**src/rtl/pipe_stage_hs.sv**
```systemverilog
// Pipeline stage register with valid/ready handshake and an optional two-entry skid buffer.
// Control bits leave the stage only alongside a valid entry, so dead slots never write downstream.
module pipe_stage_hs #(
  parameter int DATA_W = 32,
  parameter int CTRL_W = 4,
  parameter bit SKID   = 1'b1
) (
  input  logic              clk,
  input  logic              rst_n,
  input  logic              flush,
  input  logic              in_valid,
  output logic              in_ready,
  input  logic [DATA_W-1:0] in_data,
  input  logic [CTRL_W-1:0] in_ctrl,
  output logic              out_valid,
  input  logic              out_ready,
  output logic [DATA_W-1:0] out_data,
  output logic [CTRL_W-1:0] out_ctrl,
  output logic [1:0]        count
);

  typedef enum logic [1:0] {
    ST_EMPTY = 2'd0,
    ST_ONE   = 2'd1,
    ST_FULL  = 2'd2
  } state_t;

  state_t            state_q, state_d;
  logic [DATA_W-1:0] main_data_q, main_data_d;
  logic [CTRL_W-1:0] main_ctrl_q, main_ctrl_d;
  logic [DATA_W-1:0] skid_data_q, skid_data_d;
  logic [CTRL_W-1:0] skid_ctrl_q, skid_ctrl_d;
  logic              in_ready_q, in_ready_d;
  logic              in_fire, out_fire;

  assign out_valid = (state_q != ST_EMPTY);
  assign out_data  = main_data_q;
  assign out_ctrl  = main_ctrl_q & {CTRL_W{out_valid}};
  assign count     = (state_q == ST_FULL) ? 2'd2 : ((state_q == ST_ONE) ? 2'd1 : 2'd0);

  // With the skid buffer, in_ready is a pure flop output so no ready path crosses the stage.
  assign in_ready  = SKID ? in_ready_q : (!out_valid || out_ready);

  assign in_fire   = in_valid && in_ready;
  assign out_fire  = out_valid && out_ready;

  always_comb begin
    state_d     = state_q;
    main_data_d = main_data_q;
    main_ctrl_d = main_ctrl_q;
    skid_data_d = skid_data_q;
    skid_ctrl_d = skid_ctrl_q;

    case (state_q)
      ST_EMPTY: begin
        if (in_fire) begin
          state_d     = ST_ONE;
          main_data_d = in_data;
          main_ctrl_d = in_ctrl;
        end
      end
      ST_ONE: begin
        if (in_fire && out_fire) begin
          main_data_d = in_data;
          main_ctrl_d = in_ctrl;
        end else if (in_fire && SKID) begin
          state_d     = ST_FULL;
          skid_data_d = in_data;
          skid_ctrl_d = in_ctrl;
        end else if (out_fire) begin
          state_d = ST_EMPTY;
        end
      end
      ST_FULL: begin
        if (out_fire) begin
          state_d     = ST_ONE;
          main_data_d = skid_data_q;
          main_ctrl_d = skid_ctrl_q;
        end
      end
      default: state_d = ST_EMPTY;
    endcase

    // Flush wins over everything; payload registers may keep stale bits since valid is gone.
    if (flush) begin
      state_d = ST_EMPTY;
    end

    in_ready_d = (state_d != ST_FULL);
  end

  always_ff @(posedge clk or negedge rst_n) begin
    if (!rst_n) begin
      state_q     <= ST_EMPTY;
      main_data_q <= '0;
      main_ctrl_q <= '0;
      skid_data_q <= '0;
      skid_ctrl_q <= '0;
      in_ready_q  <= 1'b1;
    end else begin
      state_q     <= state_d;
      main_data_q <= main_data_d;
      main_ctrl_q <= main_ctrl_d;
      skid_data_q <= skid_data_d;
      skid_ctrl_q <= skid_ctrl_d;
      in_ready_q  <= in_ready_d;
    end
  end

endmodule

```
**config.mk**
```make
export PLATFORM = sky130hd
export DESIGN_NAME = pipe_stage_hs
export DESIGN_NICKNAME = d
export VERILOG_FILES = /design/src/rtl/pipe_stage_hs.sv
export SDC_FILE = /design/constraint.sdc
export NUM_CORES = 1
export LEC_CHECK = 0
export ABC_AREA = 0
export CORE_MARGIN = 2
export CORE_UTILIZATION = 44
export DETAILED_ROUTE_END_ITERATION = 8
export GPL_TIMING_DRIVEN = 0
export PLACE_DENSITY = 0.86
export SKIP_CTS_REPAIR_TIMING = 1
export SKIP_LAST_GASP = 1
export SYNTH_ARGS = -nofsm -noshare
export SYNTH_HDL_FRONTEND = slang
export SYNTH_SLANG_ARGS = --single-unit
```
**constraint.sdc**
```tcl
create_clock -name clk -period 1.7 [get_ports clk]
set_input_delay 0.255 -clock clk [delete_from_list [all_inputs] [get_ports clk]]
set_output_delay 0.255 -clock clk [all_outputs]
set_load 0.05 [all_outputs]
```
## Word-level counts from Yosys, hierarchy flattened

Cells that the tools add are included.

- Divide/modulo/power cells: 0
- Reductions and logical operators: 8
- Multipliers: 0
- Shift operators: 0
- Add/sub/neg operators: 0
- Bitwise logic cells: 2
- Eq/ne operators: 6
- Multiplexer cells: 17
- Order comparisons: 0

Operators by type and width:

| kind | number |
|---|---|
| 2-to-1 mux 32 bit | 3 |
| one-hot mux 32 bit (3 select lines) | 1 |
| 2-to-1 mux 2 bit | 7 |
| 2-to-1 mux 4 bit | 3 |
| one-hot mux 4 bit (3 select lines) | 1 |
| inequality test 2 bit, second input constant | 3 |
| one-hot mux 2 bit (3 select lines) | 1 |
| AND 4 bit | 1 |
| AND reduction 4 bit | 1 |
| logical AND 1 bit | 3 |
| AND reduction 3 bit | 1 |
| nonzero test 3 bit | 1 |
| equality test 2 x 1 -> 1 bit, second input constant | 1 |
| equality test 2 bit, second input constant | 1 |
| zero test 2 bit | 1 |
| inequality test 2 x 1 -> 1 bit, second input constant | 1 |
| nonzero test 2 bit | 1 |
| 2-to-1 mux 1 bit | 1 |
| NOT 1 bit | 1 |

- RAM bits: 0
- Memories kept: 0
- Bits of input ports: 41
- Register bits: 75
- Bits in latches: 0
- Output and inout port bits: 40
- ROM bits: 0

## Longest topological paths before layout

- Depth after elaboration: 8
- Gate-level depth with buffers: 6
- Mapped depth without buffers: 4

## Worst setup path after synthesis

OpenSTA, ideal clock, no wires.

- Path type: register -> register
- From: register in_ready_q (netlist: in_ready)
- To: register skid_data_q[10]
- Arrival time: 1897 ps
- Required time: 1575 ps
- Path buffers: 1
- Clock period less this slack: 2022 ps
- Path slack: -322 ps
- Setup time: 125 ps
- Stages on the path, launching flop included: 5
- Path through: dfstp_2 nand2_2 nor4b_4 buf_6 mux2_2

- Cells in the longest elaborated chain, start to end: 4

Ends and longest elaborated chain:

| item | line | source |
|---|---|---|
| from (decl) | 33 | `logic in_ready_q, in_ready_d;` |
| from (signal assigned) | 106 | `in_ready_q <= in_ready_d;` |
| logical AND 1 bit * | 44 | `assign in_fire = in_valid && in_ready;` |
| logical AND 1 bit | 63 | `if (in_fire && out_fire) begin` |
| NOT 1 bit (no source line) | -- |  |
| AND reduction 3 bit (no source line) * | -- |  |
| to (signal assigned) | 104 | `skid_data_q <= skid_data_d;` |
| to (decl) | 31 | `logic [DATA_W-1:0] skid_data_q, skid_data_d;` |

Mark *: on every way between the ends. The rest lies on a longest branch, timed or not.
A chain may end at the register's enable or synchronous reset.

## Final worst setup path

- From: register state_q[0]
- To: output count[1]

- Cells in the longest elaborated chain, start to end: 2

Ends and longest elaborated chain:

| item | line | source |
|---|---|---|
| from (decl) | 28 | `state_t state_q, state_d;` |
| from (signal assigned) | 101 | `state_q <= state_d;` |
| equality test 2 bit | 39 | `assign count = (state_q == ST_FULL) ? 2'd2 : ((state_q == ST_ONE) ? 2'd1 : 2'd0);` |
| 2-to-1 mux 2 bit | 39 |  |
| to (decl) | 19 | `output logic [1:0] count` |

Every way passes these cells.

==> impl_metrics.yaml <==
die:
  num_rows: 31
  io_pins: 81
  start_util_pct: 44.6
  die-height_um: 89.1
  die_x_um: 89.1
  core_area_um2: 7140
  die-area_um2: 7930
sta:
  finalSetupViolCount: 52
  slew_violations: 0
  timing.slew.headroom_pct: 63.9
  fin_crit_sh_pct: 113
  hold_viol: 0
  fin_hold_ws_ps: 406
  fin_ws_ps: -214
  period_needed_ps: 1910
  fmax_mhz: 523
  setup_tns_ps: -3740
  fin_skew_ps: 8.66
  tightest_slew_ps: 541
  rsz0062_at_grt: "true"
global_routing:
  grt_pass1_wl_mm: 11.5
  antenna_found_initial: 0
  grt_pass1_vias: 2479
  grt.overflow.total: 0
  grt_start_max_net_pins: 43
  grt_usage_pct: 19.2
outcome:
  violations: "setup timing"
  status: "finished with violations"
worst_setup_path:
  cp_slowest_cell: "dfrtp_2"
  crit_buf_inv: 3
  required_ps: 1440
  rrSetupSlack_ps: -110
  rr_endpoint: "skid_data_q[27]"
  path_cells: "nand2b_1, inv_2, clkbuf_4, clkbuf_4"
  end_kind: "output pin"
  crit_top_cell: "clkbuf_4"
  max_stage_delay_ps: 460
  worst-setup-path-type: "flip-flop to output pin"
  critPathTopFamily: "buffers and inverters"
  start_kind: "flip-flop"
  cp.arrival_ps: 1660
  crit_fanout: 10
  reg2regPathDepth: 5
  reg2reg_from: "in_ready"
pwr:
  p_sw_mw: 1.85
  p_int_mw: 3.82
  p_seq_share_pct: 43.1
  p_comb_share_pct: 31.7
  power.share.switching_pct: 32.6
  powerDensity_nw_per_um2: 1190
  cellLeakagePower_nw: 2.29
  p_total_mw: 5.67
  pwr-share-clk_pct: 25.2
  ir_drop_uv: 635
drt:
  vias: 2579
  drc_errors: 0
  drtPass1Iterations: 4
  avgRoutedWirePerCell_um: 16.2
  ant_nets: 0
  wirelength_mm: 8.17
  routed_via_density: 5.13
  drt_iter0_drc: 86
synth:
  yosys.area.top_type: "dfrtp_1"
  synth_nets: 335
  synth_seq_area_share_pct: 59.0
  ys_types: 26
  postSynthCellCount: 294
  synth_top_cell_area_share_pct: 58.2
  yosys_register_bits: 75
  avgSynthCellArea_um2: 10.8
  synth.area.top_cells: "dfrtp_1 58%, mux2_2 12%, nand2_1 8.6%, a31oi_1 7.1%, nor2_1 4.2%"
  syn_area_um2: 3180
  ys.warnings.count: 0
place:
  gp_congestion: 0.753
  port_buffers: 80
  pre_cts_ws_ps: -687
  dp_cells: 474
  place.detailed.hpwl_mm: 5.17
final_layout:
  drive_gt1_share_pct: 23.5
  multi_input_area_um2: 1340
  seq_area_um2: 1880
  fill_cells: 557
  instances_no_fill: 503
  layout.nets: 440
  diodes: 0
  area_growth_pct: 49.2
flow_run:
  cap_violations: 0
clock_network:
  ctsHtreeMaxLevel: 3
  cts_buffer_depth: 2
  cts_tree: "yes"
  cts.sinks: 75
  root_buffer: "clkbuf_8"
  cts_buffers: 9
  path_clk_slew_ps: 80
  clock_latency_ps: 340
worst_hold_path:
  hp-class: "input port to asynchronous set/reset pin"
[worst max path at each step]
stage,start,to,slack [ps],cells after the start
final,state_q[0],count[1],-210,4
after global routing,state_q[0],count[1],-300,4
after CTS,state_q[0],count[1],-900,4
after detailed placement,in_valid,skid_data_q[18],-690,5
after global placement,rst_n,skid_data_q[14],-2150,1
after floorplan,in_ready,skid_data_q[10],-310,4
[cells in the final DEF, fill, tap and decap left out, types with 2 or more instances in the layout]
cell | Yosys | layout
nand2_1 | 73 | 73
dfrtp_1 | 74 | 72
clkdlybuf4s50_1 | 0 | 39
nor2_1 | 36 | 36
a31oi_1 | 36 | 36
mux2_4 | 0 | 36
dlymetal6s2s_1 | 0 | 32
clkbuf_8 | 0 | 12
buf_2 | 9 | 7
buf_6 | 3 | 6
buf_4 | 0 | 6
clkbuf_1 | 6 | 5
clkbuf_4 | 0 | 4
and2_1 | 4 | 4
clkbuf_2 | 0 | 4
buf_12 | 0 | 3
clkbuf_16 | 0 | 3
nand3_1 | 2 | 2
buf_8 | 0 | 2
clkinv_2 | 0 | 2
dfrtp_2 | 0 | 2
[worst reg2reg max path: stages (launching register included)]
cell	delay, ps
dfstp_4	640
nand2_4	80
nor4b_4	270
buf_6	230
clkbuf_16	180
mux2_4	300
[cell usage after synthesis, drive strengths merged]
library cell	instances
a211o	1
a21o	1
a21oi	1
a31oi	36
and2	4
buf	12
clkbuf	6
dfrtp	74
dfstp	1
inv	2
mux2	36
nand2	74
nand2b	1
nand3	2
nand3b	1
nand4b	1
nor2	36
nor2b	1
nor4b	1
o221ai	1
o22a	1
or2	1
[metrics by stage]
step                utilization, %  cell area [um^2]
finish                        66.5              4750
CTS                           61.0              4350
floorplan                        -              3200
global route                  66.5              4750
global placement              57.7              4120
detailed placement            58.0              4140
[logic make-up after synthesis]
| logic type | Yosys count | share of synthesized area, % |
|---|---|---|
| muxes | 36 | 12.7 |
| DFF | 75 | 59.0 |
| buffers and inverters | 20 | 3.42 |
| and+or+nand+nor | 122 | 16.0 |
| AOI/OAI and AO/OA | 41 | 8.84 |
[per-layer routing]
| metal | GRT usage [%] | wire length (um) | up-vias |
|---|---|---|---|
| met2 | 32.8 | 4160 | 65 |
| met1 | 23.7 | 3490 | 1292 |
| met3 | 3.88 | 406 | 11 |
| met4 | 8.55 | 114 | 0 |
| met5 | 0 | 0 | - |
| li1 | - | - | 1211 |
[state kept, by name, summed over array words and instances, names as in the netlist]
name / flops
out_data: 32
skid_data_q: 32
main_ctrl_q: 4
skid_ctrl_q: 4
state_q: 2
in_ready: 1
[power groups by stage]
stage / Sequential (mW) / Clock (mW) / Combinational (mW)
6_report: 2.44 / 1.43 / 1.80
4_1_cts: 2.42 / 1.44 / 1.61
2_1_floorplan: 2.87 / 0 / 0.569
5_1_grt: 2.49 / 1.54 / 1.91
3_3_place_gp: 2.43 / 0 / 1.56
3_5_place_dp: 2.46 / 0 / 1.60
[layout make-up]
cell class	instances	area share [%]
Sequential cell	75	39.7
Multi-Input combinational cell	199	28.2
Timing Repair Buffer	95	22.4
Clock buffer	12	3.48
Tap cell	99	2.61
Buffer	17	2.50
Clock inverter	4	1.00
Inverter	2	0.158
No activity file was read; power rests on OpenSTA's default activity.
